--- src/rtl/gate_tester_pkg.sv ---
// Shared encodings for the two-input gate exerciser: expected-gate opcodes,
// FSM states and the number of input vectors walked per run.
package gate_tester_pkg;

    typedef enum logic [2:0] {
        OP_AND  = 3'd0,
        OP_NAND = 3'd1,
        OP_OR   = 3'd2,
        OP_NOR  = 3'd3,
        OP_XOR  = 3'd4,
        OP_XNOR = 3'd5
    } op_e;

    typedef enum logic [1:0] {
        IDLE   = 2'd0,
        SETTLE = 2'd1,
        SAMPLE = 2'd2,
        DONE   = 2'd3
    } state_e;

    localparam int NUM_VECTORS = 4;

    // Opcodes 6 and 7 are reserved and never start a run.
    function automatic logic op_legal(input logic [2:0] op);
        return (op <= OP_XNOR);
    endfunction

endpackage

--- src/rtl/gate_ref_model.sv ---
// Combinational golden model of the supported two-input gates:
// (op, a, b) -> expected output.
module gate_ref_model
    import gate_tester_pkg::*;
(
    input  logic [2:0] op,
    input  logic       a,
    input  logic       b,
    output logic       expected
);

    always_comb begin
        expected = 1'b0;
        case (op)
            OP_AND:  expected =   a & b;
            OP_NAND: expected = ~(a & b);
            OP_OR:   expected =   a | b;
            OP_NOR:  expected = ~(a | b);
            OP_XOR:  expected =   a ^ b;
            OP_XNOR: expected = ~(a ^ b);
            default: expected = 1'b0;
        endcase
    end

endmodule

--- src/rtl/gate_tester.sv ---
// Sequential truth-table exerciser: walks A/B through 00,01,10,11, samples Y
// after SETTLE_CYCLES cycles per vector and compares against the chosen gate.
module gate_tester
    import gate_tester_pkg::*;
#(
    parameter int SETTLE_CYCLES = 1
) (
    input  logic       clk,
    input  logic       rst_n,
    input  logic       start,
    input  logic [2:0] op,
    input  logic       Y,
    output logic       A,
    output logic       B,
    output logic       busy,
    output logic       done,
    output logic       pass,
    output logic [3:0] captured,
    output logic [3:0] fail_mask
);

    localparam int CNT_W = (SETTLE_CYCLES > 1) ? $clog2(SETTLE_CYCLES + 1) : 1;
    localparam logic [CNT_W-1:0] CNT_LAST = CNT_W'(SETTLE_CYCLES - 1);
    localparam logic [1:0]       IDX_LAST = 2'(NUM_VECTORS - 1);

    state_e           state;
    state_e           state_nxt;
    logic [2:0]       op_latched;
    logic [1:0]       idx;
    logic [CNT_W-1:0] cnt;
    logic             expected;
    logic             start_ok;
    logic             settle_end;
    logic             last_vec;
    logic             y_miss;

    gate_ref_model u_ref (
        .op       (op_latched),
        .a        (A),
        .b        (B),
        .expected (expected)
    );

    assign start_ok   = start && op_legal(op);
    assign settle_end = (cnt == CNT_LAST);
    assign last_vec   = (idx == IDX_LAST);
    assign y_miss     = (Y != expected);

    always_comb begin
        state_nxt = state;
        busy      = 1'b1;
        done      = 1'b0;
        case (state)
            IDLE: begin
                busy = 1'b0;
                if (start_ok) begin
                    state_nxt = SETTLE;
                end
            end
            SETTLE: begin
                if (settle_end) begin
                    state_nxt = SAMPLE;
                end
            end
            SAMPLE: begin
                state_nxt = last_vec ? DONE : SETTLE;
            end
            DONE: begin
                done      = 1'b1;
                state_nxt = IDLE;
            end
            default: begin
                state_nxt = IDLE;
            end
        endcase
    end

    always_ff @(posedge clk) begin
        if (!rst_n) begin
            state <= IDLE;
        end else begin
            state <= state_nxt;
        end
    end

    always_ff @(posedge clk) begin
        if (!rst_n) begin
            op_latched <= 3'd0;
            idx        <= 2'd0;
            cnt        <= '0;
            A          <= 1'b0;
            B          <= 1'b0;
            pass       <= 1'b0;
            captured   <= 4'd0;
            fail_mask  <= 4'd0;
        end else begin
            case (state)
                IDLE: begin
                    if (start_ok) begin
                        op_latched <= op;
                        idx        <= 2'd0;
                        cnt        <= '0;
                        A          <= 1'b0;
                        B          <= 1'b0;
                        pass       <= 1'b0;
                        captured   <= 4'd0;
                        fail_mask  <= 4'd0;
                    end
                end
                SETTLE: begin
                    cnt <= cnt + 1'b1;
                end
                SAMPLE: begin
                    captured[idx]  <= Y;
                    fail_mask[idx] <= y_miss;
                    // Bit 3 of fail_mask is still clear here, so the earlier
                    // bits plus this sample give the final verdict.
                    if (last_vec) begin
                        pass <= (fail_mask == 4'd0) && !y_miss;
                    end else begin
                        idx    <= idx + 2'd1;
                        {A, B} <= idx + 2'd1;
                        cnt    <= '0;
                    end
                end
                default: begin
                end
            endcase
        end
    end

endmodule

--- config.mk ---
export PLATFORM = sky130hd
export DESIGN_NAME = gate_tester
export DESIGN_NICKNAME = d
export VERILOG_FILES = /design/src/rtl/gate_tester_pkg.sv /design/src/rtl/gate_ref_model.sv /design/src/rtl/gate_tester.sv
export SDC_FILE = /design/constraint.sdc
export NUM_CORES = 1
export LEC_CHECK = 0
export ABC_AREA = 1
export BUFFER_PORTS_ARGS = -buffer_cell sky130_fd_sc_hd__buf_2
export CAP_MARGIN = 20
export CORE_MARGIN = 5
export CORE_UTILIZATION = 54
export CTS_BUF_LIST = sky130_fd_sc_hd__clkbuf_4 sky130_fd_sc_hd__clkbuf_8
export CTS_CLUSTER_DIAMETER = 80
export DETAILED_ROUTE_END_ITERATION = 16
export PLACE_DENSITY = 0.87
export SYNTH_ARGS = -nofsm -noshare
export SYNTH_HDL_FRONTEND = slang
export SYNTH_SLANG_ARGS = --single-unit
--- constraint.sdc ---
create_clock -name clk -period 1.9 [get_ports clk]
set_input_delay 0.19 -clock clk [delete_from_list [all_inputs] [get_ports clk]]
set_output_delay 0.19 -clock clk [all_outputs]
set_load 0.01 [all_outputs]
==> flow_summary.toml, run 1 <==
[setup_path]
crit_path_top_delay_cell = "dfxtp_1"
crit_path_end_kind = "flop"
r2r-start = "B$_SDFFE_PN0P_"
rr_endpoint = "fail_mask[3]$_SDFFE_PN0P_"
required_ns = 2.12
critPathTopFamily = "simple AND/OR/NAND/NOR gates"
cp.depth = 9
regToRegSetupSlack_ns = 0.25
worstPathArrival_ns = 1.87
path_buf_inv = 1
crit_end = "fail_mask[3]$_SDFFE_PN0P_"
crit_start = "B$_SDFFE_PN0P_"
crit_fanout = 6
max_stage_delay_ns = 0.43
reg2reg_depth = 9
path_cells = "inv_1 -> ha_1 -> nand2_1 -> nand3_1 -> nand3_1 -> nand3_1 -> nand2_1 -> nand2_1 -> a21oi_1"
crit_type = "reg -> reg"
worst_setup_path_start_kind = "flop"

[grt]
antenna_found_initial = 0
grt_start_max_net_pins = 14
grt_pass1_wl_um = 3230
grt_remaining_overflow = 0
grt_use_total = 0.165
grt_pass1_vias = 776

[finish]
final_cell_count_no_fill = 158
syn_to_final_growth_pct = 15.3
layout_common_cells = "31 x nand2_1, 19 x inv_1, 19 x buf_2"
final_util = 0.647
mostFrequentLayoutCell = "nand2_1"
drive_above_1_share = 0.169
num_antenna_cells = 0
nets = 155

[floorplan]
pin_count = 20
floorplan.die_area_mm2 = 0.00243
rows = 14
die_height_um = 49.3
initial_utilization = 0.561
core_mm2 = 0.00149
die_w_um = 49.3

[clock_tree]
postCtsSetupRepairBufs = 0
h-tree-depth = 1
postCtsResizedCells = 0
cts_buffer_depth = 2
cts_tree = "yes"
cts-root-buf = "clkbuf_4"
clkTransAtPathRegs_ns = 0.09
cts_made_buffers = 3
holdBufCountCts = 0
clk_latency_ns = 0.29
cts.sinks = 17

[pwr]
power.total_mw = 0.670
powerDensity_mw_per_mm2 = 695
p_leak_nw = 0.503
ir_drop_mv = 0.456

[routing]
firstDrtPassIters = 4
ant_nets = 0
viasPerCell = 5.19
drt_iter0_markers = 17
wire_per_inst_um = 12.2
drt_wl_total_um = 1930
vias = 820
drcViolationCount = 0

[logic_synthesis]
syn_nets = 133
ys_ff_latch = 17
yosysWarningCount = 0
netlist_area_um2 = 836
yosysUniqueCellTypes = 16
syn_inst = 121
yosysSeqAreaShare = 0.407
avgSynthCellArea_um2 = 6.91

[timing]
max-slew-margin-rel = 0.741
fmax_ghz = 0.607
rsz0062_at_grt = "no"
fin_crit_sh = 0.867
period_minus_slack_ns = 1.65
final_max_slew_viol_count = 0
finalHoldViolations = 0
setup_tns_ns = 0
finalSetupViolations = 0
tightest_slew_ns = 0.387
fin_skew_ns = 0.00466
holdWs_ns = 0.183

[place]
port_buffers = 19
hpwlAfterDp_um = 1500
place_congestion = 0.779
dp.cells = 154

[flow_run]
cap_violations = 0

[status]
status = "completed"

[hold_path]
min_path_type = "in -> reg"
[through the flow]
stage / instance area (µm²) / setup WS [ns]
floorplan: 836 / 0.402
global placement: 936 / 0.368
detailed placement: 936 / 0.287
CTS: 963 / 0.258
global route: 963 / 0.0436
finish: 963 / 0.252
[synthesized netlist by cell type]
cell type,count,area share
o21ai_1,1,0.0060
nand2_1,31,0.14
a31oi_1,1,0.0075
a21oi_1,15,0.090
o21ai_0,3,0.018
ha_1,5,0.075
buf_6,1,0.013
nand3_1,14,0.084
clkbuf_1,1,0.0045
nor2_1,9,0.040
o21a_1,1,0.0090
inv_1,19,0.085
inv_2,1,0.0045
nand4_1,1,0.0075
nand3b_1,1,0.0090
dfxtp_1,17,0.41
[power breakdown]
part	internal, mW	leakage (nW)	total, mW	switching [mW]
Sequential	0.370	0.138	0.381	0.0109
Combinational	0.0316	0.348	0.0954	0.0639
Clock	0.0785	0.0177	0.194	0.115
Total	0.480	0.503	0.670	0.190
[cell families after synthesis]
kind of cell / synth area share
AOI/OAI and AO/OA: 0.130
and+or+nand+nor: 0.280
buffers and inverters: 0.108
adders and majority gates: 0.0749
DFF: 0.407
[how the worst min path moves through the flow]
stage	cells after the start	end	slack [ns]	start
detailed placement	2	pass$_SDFFE_PN0P_	0.45	pass$_SDFFE_PN0P_
finish	3	op_latched[1]$_SDFFE_PN0P_	0.18	rst_n
floorplan	2	op_latched[0]$_SDFFE_PN0P_	0.33	rst_n
global route	3	op_latched[1]$_SDFFE_PN0P_	0.19	rst_n
CTS	3	op_latched[1]$_SDFFE_PN0P_	0.17	rst_n
global placement	2	captured[3]$_SDFFE_PN0P_	0.45	captured[3]$_SDFFE_PN0P_
[per-layer routing]
| layer | wire length, µm | part of all wire | GRT usage | up-vias |
|---|---|---|---|---|
| li1 | - | - | - | 428 |
| met1 | 815 | 0.42 | 0.194 | 359 |
| met2 | 957 | 0.50 | 0.288 | 28 |
| met3 | 120 | 0.062 | 0.0398 | 5 |
| met4 | 31 | 0.016 | 0.0538 | 0 |
| met5 | 0 | 0 | 0 | - |
[area by class of cell]
| class | count | area (µm²) |
|---|---|---|
| well taps | 16 | 20.0 |
| fillers | 131 | 526 |
| clock buffers | 3 | 22.5 |
| clock inverters | 1 | 5.00 |
| multi-input cells | 82 | 405 |
| repair buffers | 19 | 95.1 |
| inverters | 20 | 75.1 |
| flip-flops and latches | 17 | 340 |
[registers in the layout, indices dropped and copies added, names as in the netlist]
| register | cells |
|---|---|
| captured | 4 |
| fail_mask | 4 |
| op_latched | 3 |
| state | 2 |
| A | 1 |
| B | 1 |
| cnt | 1 |
| pass | 1 |
[worst reg2reg max path, delay by kind of cell (launching register included)]
family / cells / cell delay, ns
AOI/OAI and AO/OA: 1 / 0.13
adders and majority gates: 1 / 0.31
buffers and inverters: 1 / 0.11
DFF: 1 / 0.43
and+or+nand+nor: 6 / 0.59
Note: power is estimated with default switching activity, not from simulation.
==> run 2, diff against run 1 <==
- RECOVER_POWER: default -> 50
==> flow_summary.toml, run 2 (synthesis gave the netlist of run 1 again) <==
[routing]
drcViolationCount = 0
drt_wl_total_um = 1930
viasPerCell = 5.12
firstDrtPassIters = 4
vias = 809
drt_iter0_markers = 21
ant_nets = 0
wire_per_inst_um = 12.2

[clock_tree]
cts-root-buf = "clkbuf_4"
clkTransAtPathRegs_ns = 0.10
cts.sinks = 17
holdBufCountCts = 0
h-tree-depth = 1
postCtsSetupRepairBufs = 0
cts_made_buffers = 3
cts_buffer_depth = 2
clk_latency_ns = 0.30
postCtsResizedCells = 0
cts_tree = "yes"

[floorplan]
initial_utilization = 0.561
pin_count = 20
die_w_um = 49.3
core_mm2 = 0.00149
die_height_um = 49.3
rows = 14
floorplan.die_area_mm2 = 0.00243

[pwr]
power_frac_seq = 0.565
powerDensity_mw_per_mm2 = 711
p_leak_nw = 0.448
ir_drop_mv = 0.459
power.total_mw = 0.673
switching_share = 0.290
p_int_mw = 0.478
power_frac_clock = 0.296
power_frac_comb = 0.139
p_switching_mw = 0.195

[timing]
fin_skew_ns = 0.00404
setup_tns_ns = 0
finalSetupViolations = 0
holdWs_ns = 0.174
max-slew-margin-rel = 0.743
final_max_slew_viol_count = 0
rsz0062_at_grt = "no"
period_minus_slack_ns = 1.65
fin_crit_sh = 0.870
finalHoldViolations = 0
fmax_ghz = 0.605
tightest_slew_ns = 0.385

[finish]
num_antenna_cells = 0
nets = 155
mostFrequentLayoutCell = "nand2_1"
reg_top3 = "captured x4, fail_mask x4, op_latched x3"
syn_to_final_growth_pct = 13.3
drive_above_1_share = 0.0704
layout_common_cells = "31 x nand2_1, 20 x inv_1, 17 x dfxtp_1"
n_fill_cell = 135
final_cell_count_no_fill = 158

[grt]
grt_pass1_vias = 776
antenna_found_initial = 0
grt_start_max_net_pins = 14
grt_remaining_overflow = 0
grt_use_total = 0.165
grt_pass1_wl_um = 3230

[place]
dp.cells = 154
place_congestion = 0.779
port_buffers = 19
hpwlAfterDp_um = 1500

[setup_path]
crit_path_end_kind = "flop"
worst_setup_path_start_kind = "flop"
worstPathArrival_ns = 1.88
crit_fanout = 6
required_ns = 2.13
crit_type = "reg -> reg"

[hold_path]
min_path_type = "in -> reg"

[status]
status = "completed"

[flow_run]
cap_violations = 0
==> run 2: cell types whose count changed in the layout (fill, tap and decap cells not counted), sizes merged <==
cell / previous run / this run
buf: 19 / 6
clkbuf: 3 / 16
==> run 2: cell type report <==
cell class | count | area (µm²) | area share
Inverter | 20 | 75.1 | 0.0793
Multi-Input combinational cell | 82 | 405 | 0.428
Tap cell | 16 | 20.0 | 0.0211
Timing Repair Buffer | 19 | 78.8 | 0.0832
Clock buffer | 3 | 22.5 | 0.0238
Sequential cell | 17 | 340 | 0.359
Clock inverter | 1 | 5.00 | 0.00528
==> run 2: power by group through the flow <==
stage	clock (mW)	sequential [mW]	combinational (mW)
floorplan	0	0.387	0.0679
CTS	0.200	0.380	0.0942
finish	0.199	0.381	0.0933
global placement	0	0.388	0.0892
global route	0.224	0.383	0.105
detailed placement	0	0.389	0.0938
==> run 2: per-layer routing <==
metal  share of wire  GRT usage  vias to the layer above
li1                -          -                      428
met1            0.44      0.194                      351
met2            0.49      0.288                       26
met3           0.061     0.0398                        4
met4           0.013     0.0538                        0
met5               0          0                        -
==> run 2: path summary, 6_finish.rpt <==
path                             from                          to  slack [ns]  cells after the start
max                    B$_SDFFE_PN0P_   fail_mask[3]$_SDFFE_PN0P_        0.25                      9
min                             rst_n  op_latched[1]$_SDFFE_PN0P_        0.17                      3
max reg2reg            B$_SDFFE_PN0P_   fail_mask[3]$_SDFFE_PN0P_        0.25                      9
min reg2reg  captured[3]$_SDFFE_PN0P_    captured[3]$_SDFFE_PN0P_        0.47                      2
==> run 2: per-stage QoR <==
step / cell area [µm²] / setup WS [ns] / utilization
3_5_place_dp: 936 / 0.287 / 0.629
4_1_cts: 963 / 0.258 / 0.647
5_1_grt: 947 / 0.0415 / 0.636
6_report: 947 / 0.248 / 0.636
3_3_place_gp: 936 / 0.368 / 0.629
2_1_floorplan: 836 / 0.402 / -
==> run 2: critical path: stages (launching register included) <==
cell     delay, ns
dfxtp_1       0.43
inv_1         0.11
ha_1          0.31
nand2_1       0.09
nand3_1       0.09
nand3_1       0.11
nand3_1       0.09
nand2_1       0.14
nand2_1       0.06
a21oi_1       0.13
